File: src/rtl/alarm_pkg.sv
// Shared types and limits for the alarm stage: FSM states, set-position codes,
// time-of-day fields and the wrap-around increment used by the alarm setter.
package alarm_pkg;

  typedef enum logic [1:0] {
    IDLE   = 2'd0,
    RING   = 2'd1,
    SNOOZE = 2'd2
  } state_t;

  localparam logic [1:0] POS_MIN = 2'd0;
  localparam logic [1:0] POS_HR  = 2'd1;

  localparam logic [5:0] MAX_MIN = 6'd59;
  localparam logic [5:0] MAX_HR  = 6'd23;

  typedef struct packed {
    logic [5:0] hr;
    logic [5:0] min;
    logic [5:0] sec;
  } time_t;

  function automatic logic [5:0] wrap_inc(input logic [5:0] v, input logic [5:0] max);
    return (v >= max) ? 6'd0 : v + 6'd1;
  endfunction

endpackage

File: src/rtl/sec_tick_gen.sv
// Restartable prescaler: one-cycle o_tick every CLK_HZ cycles, count held at 0 on i_restart.
// No backpressure; the first tick after a restart comes CLK_HZ cycles later.
module sec_tick_gen #(
  parameter int CLK_HZ = 50000000
) (
  input  logic clk,
  input  logic rst,
  input  logic i_restart,
  output logic o_tick
);

  localparam int CW = (CLK_HZ > 1) ? $clog2(CLK_HZ) : 1;
  localparam logic [CW-1:0] LAST = CW'(CLK_HZ - 1);

  logic [CW-1:0] cnt;

  always_ff @(posedge clk) begin
    if (rst || i_restart) begin
      cnt <= '0;
    end else if (cnt == LAST) begin
      cnt <= '0;
    end else begin
      cnt <= cnt + 1'b1;
    end
  end

  assign o_tick = (cnt == LAST);

endmodule

File: src/rtl/alarm_unit.sv
// Alarm stage: double-samples the live time, rings on a rising match, supports stop/snooze/timeout.
// Ring begins 3 clk after the matching time settles; all outputs registered, no backpressure.
module alarm_unit
  import alarm_pkg::*;
#(
  parameter int CLK_HZ     = 50000000,
  parameter int TONE_DIV   = 25000,
  parameter int RING_SEC   = 60,
  parameter int SNOOZE_SEC = 300
) (
  input  logic       clk,
  input  logic       rst,
  input  logic [5:0] i_hr,
  input  logic [5:0] i_min,
  input  logic [5:0] i_sec,
  input  logic       i_alarm_en,
  input  logic [1:0] i_set_pos,
  input  logic       i_set_inc,
  input  logic       i_stop,
  input  logic       i_snooze,
  output logic [5:0] o_alarm_hr,
  output logic [5:0] o_alarm_min,
  output logic       o_ringing,
  output logic       o_snoozing,
  output logic       o_buzz
);

  localparam int TW = (TONE_DIV > 1) ? $clog2(TONE_DIV) : 1;
  localparam logic [TW-1:0] TONE_LAST   = TW'(TONE_DIV - 1);
  localparam logic [8:0]    RING_LAST   = 9'(RING_SEC - 1);
  localparam logic [8:0]    SNOOZE_LAST = 9'(SNOOZE_SEC - 1);

  time_t         s1, s2;
  logic          valid, match_now, match_q, evt;
  state_t        state, state_n;
  logic          restart, tick;
  logic [8:0]    sec_cnt;
  logic [TW-1:0] tone_cnt;

  // Two-stage capture; equal consecutive samples mean no bit skew in flight.
  always_ff @(posedge clk) begin
    if (rst) begin
      s1      <= '0;
      s2      <= '0;
      match_q <= 1'b0;
    end else begin
      s1      <= {i_hr, i_min, i_sec};
      s2      <= s1;
      match_q <= match_now;
    end
  end

  assign valid     = (s1 == s2);
  assign match_now = valid && i_alarm_en && (s2.hr == o_alarm_hr) &&
                     (s2.min == o_alarm_min) && (s2.sec == 6'd0);
  assign evt       = match_now && !match_q;

  always_ff @(posedge clk) begin
    if (rst) begin
      o_alarm_hr  <= 6'd0;
      o_alarm_min <= 6'd0;
    end else if (i_set_inc) begin
      if (i_set_pos == POS_MIN) begin
        o_alarm_min <= wrap_inc(o_alarm_min, MAX_MIN);
      end else if (i_set_pos == POS_HR) begin
        o_alarm_hr <= wrap_inc(o_alarm_hr, MAX_HR);
      end
    end
  end

  always_comb begin
    state_n = state;
    case (state)
      IDLE: begin
        if (evt) state_n = RING;
      end
      RING: begin
        if (i_stop || !i_alarm_en)             state_n = IDLE;
        else if (i_snooze)                     state_n = SNOOZE;
        else if (tick && sec_cnt == RING_LAST) state_n = IDLE;
      end
      SNOOZE: begin
        if (i_stop || !i_alarm_en)               state_n = IDLE;
        else if (tick && sec_cnt == SNOOZE_LAST) state_n = RING;
      end
      default: state_n = IDLE;
    endcase
  end

  // Every state entry restarts the second base so durations are whole seconds.
  assign restart = (state_n != state);

  sec_tick_gen #(.CLK_HZ(CLK_HZ)) u_sec_tick (
    .clk       (clk),
    .rst       (rst),
    .i_restart (restart),
    .o_tick    (tick)
  );

  always_ff @(posedge clk) begin
    if (rst) begin
      state      <= IDLE;
      sec_cnt    <= 9'd0;
      tone_cnt   <= '0;
      o_buzz     <= 1'b0;
      o_ringing  <= 1'b0;
      o_snoozing <= 1'b0;
    end else begin
      state      <= state_n;
      o_ringing  <= (state_n == RING);
      o_snoozing <= (state_n == SNOOZE);
      if (restart) begin
        sec_cnt <= 9'd0;
      end else if (tick) begin
        sec_cnt <= sec_cnt + 9'd1;
      end
      // Tone runs only while staying in RING; entry and exit both silence it.
      if (state == RING && state_n == RING) begin
        if (tone_cnt == TONE_LAST) begin
          tone_cnt <= '0;
          o_buzz   <= ~o_buzz;
        end else begin
          tone_cnt <= tone_cnt + 1'b1;
        end
      end else begin
        tone_cnt <= '0;
        o_buzz   <= 1'b0;
      end
    end
  end

endmodule

File: config.mk
export PLATFORM = sky130hd
export DESIGN_NAME = alarm_unit
export DESIGN_NICKNAME = d
export VERILOG_FILES = /design/src/rtl/alarm_pkg.sv /design/src/rtl/sec_tick_gen.sv /design/src/rtl/alarm_unit.sv
export SDC_FILE = /design/constraint.sdc
export NUM_CORES = 1
export LEC_CHECK = 0
export CORE_ASPECT_RATIO = 0.5
export CORE_MARGIN = 1.5
export CORE_UTILIZATION = 64
export CTS_BUF_LIST = sky130_fd_sc_hd__clkbuf_4
export DETAILED_ROUTE_END_ITERATION = 10
export PLACE_DENSITY = 0.88
export SYNTH_ARGS = -nofsm -noshare
export SYNTH_HDL_FRONTEND = slang
export SYNTH_SLANG_ARGS = --single-unit
File: constraint.sdc
create_clock -name clk -period 6.4 [get_ports clk]
set_input_delay 1.28 -clock clk [delete_from_list [all_inputs] [get_ports clk]]
set_output_delay 1.28 -clock clk [all_outputs]
set_load 0.02 [all_outputs]
==> impl_results.md <==
* Top post-synthesis cells by count: 104 x dfxtp_1, 43 x nor2_1, 41 x nor2b_1
* Via/cell ratio at 5.42
* GP Congestion at 0.814
* Largest net degree at the start of global routing at 49
* Cell Area, Synth at 0.00442 mm^2
* Most common cell in the netlist: dfxtp_1
* Drc violations at 0
* Syn Area/Cell at 9.79 um^2
* Max-cap viol count at 0
* Max-slew violations at 0
* RSZ-0062 raised after global routing: false
* Worst Hold Class: reg2reg
* Final number of setup-violating endpoints at 0
* Cts bufs inserted at 9
* Ports at 41
* Minimum clock period at 2990 ps
* Hold Buf Count CTS at 0
* Initial DRT Pass Iterations at 4
* Count of cell types in the netlist at 53
* Final Skew at 16.4 ps
* Post-CTS resize count at 0
* Slew of the pin with the lowest slew margin at 796 ps
* Flop2flop setup slack at 3920 ps
* Share of cells above drive strength 1 at 8.89%
* Initial drt markers at 172
* Die area at 0.00744 mm^2
* Clock insertion delay at the later pin of the skew report at 470 ps
* Synth area leader: dfxtp_1
* Drt total wl at 7830 um
* Synthesized flop and latch total at 104
* Synth warn at 0
* Critical path class: in2reg
* Ys async rst share at 0%
* Grt total ovfl at 0
* Die Span Y at 61.7 um
* Core footprint at 0.00667 mm^2
* Tot Pwr at 1040 uW
* Global-route wire length before repair at 12,800 um
* Final Hold Vio Count at 0
* Post CTS Setup Buffer Count at 0
* Wirelength per Cell at 13.3 um
* Nets at 521
* Sequential area share after synthesis at 47.2%
* Critical Path Sink Type: flop
* Num rows at 21
* Via count at 3,184
* Max clock buf depth at 2
* Peak Freq at 334 MHz
* CP Data Arrival Time at 3400 ps
* Leak pwr at 0.00173 uW
* Cells after Synth at 451
* Crit Path Max Fanout at 15
* Syn nets at 482
* WP data required at 6810 ps
* Relative slew slack at 46.8%
* Status: finished, final reports clean
* Cell area power density at 208 mW/mm^2
* Post-synth EDFFs at 0
* DP HPWL at 5590 um
* Clock sink count at 104
* Worst setup SP type: primary input
* I/O Buffers at 40
* Max H-tree Level at 3
* Maximum VDD drop at 0.138 mV
* Clk Tree Root Cell: clkbuf_4
* Worst slack, placed at 2920 ps
* Width of the die at 120 um
* Fin crit share at 46.7%
* ANT nets after route at 0
* Worst-path clk slew at 150 ps
* CTS tree: built
* Fin Setup TNS at 0 ps
* # diodes at 0
* Setup ws final at 3410 ps
* Global-route usage over all layers at 22.4%
* Yosys top cell area share at 47.2%
* Top_reg_cell synth: dfxtp_1
* Largest cells by area after synthesis: dfxtp_1 47%, xor2_1 7.3%, xnor2_1 6.5%
* Antenna violations before repair at 0
* Layout area overhead at 13.0%
* Number of global-route vias before repair at 2,841
* Initial core utilization at 66.2%
-- cell usage in the layout, fill, tap and decap left out, drive strengths merged, types with 9 or more instances in the layout --
master / count
nand2: 22
nand4: 24
clkdlybuf4s50: 40
and3: 15
nor3: 30
nor2: 53
dfxtp: 104
xor2: 37
nand3: 17
xnor2: 33
nor2b: 41
clkbuf: 9
-- metrics by stage --
stage / hold WS [ps] / utilization (%) / area, um^2 / cells
4_1_cts: 479 / 74.8 / 4990 / 587
3_3_place_gp: 440 / 72.9 / 4870 / 571
2_1_floorplan: 427 / - / 4420 / 451
3_5_place_dp: 445 / 72.9 / 4870 / 571
5_1_grt: 497 / 74.8 / 4990 / 587
6_report: 475 / 74.8 / 4990 / 587
-- final timing paths --
path               startpoint           to  depth (start not counted)
setup / recovery   i_alarm_en  tone_cnt[3]                          7
hold / removal    tone_cnt[0]  tone_cnt[0]                          1
setup reg to reg   sec_cnt[1]  tone_cnt[3]                          7
hold reg to reg   tone_cnt[0]  tone_cnt[0]                          1
-- where the power goes --
group / total, uW / internal, uW / switching [uW]
registers: 671 / 661 / 9.70
logic: 57.9 / 33.6 / 24.3
clock network: 307 / 84.8 / 222
total: 1040 / 779 / 256
-- final cells by class --
class                   instances  area, um^2
multi-input cells             329        2240
flip-flops and latches        104        2080
fillers                       507        1680
repair buffers                 43         423
well taps                      92         115
clock buffers                   9        67.6
clock inverters                 7        55.1
inverters                       3        11.3
-- per-layer routing --
layer	global-route usage [%]	vias up	share of wire [%]
li1	-	1631	-
met1	26.5	1492	46
met2	39.2	52	48
met3	7.57	9	4.2
met4	8.91	0	1.5
met5	0	-	0
-- sequential cells by signal (all words and copies together) (netlist names) --
signal / flops
sec_cnt: 9
o_ringing: 1
match_q: 1
o_buzz: 1
o_snoozing: 1
o_alarm_min: 6
state: 2
u_sec_tick.cnt: 26
s1: 18
o_alarm_hr: 6
tone_cnt: 15
s2: 18
-- critical path, stage by stage --
cell,delay [ps]
clkdlybuf4s50_1,490
nand4bb_1,130
or2_1,270
nor4_4,290
o21ai_2,110
or4_4,670
nor2_1,160
-- cell families after synthesis --
family / Yosys count / share of synthesized area, %
AO/OA/AOI/OAI: 18 / 3.23
AND/OR/NAND/NOR: 233 / 31.5
adder cells (fa/ha/maj): 5 / 1.42
XOR/XNOR: 70 / 13.9
buffers and inverters: 18 / 2.18
flip-flops: 104 / 47.2
multiplexers: 3 / 0.680
(Power assumes the default switching activity.)
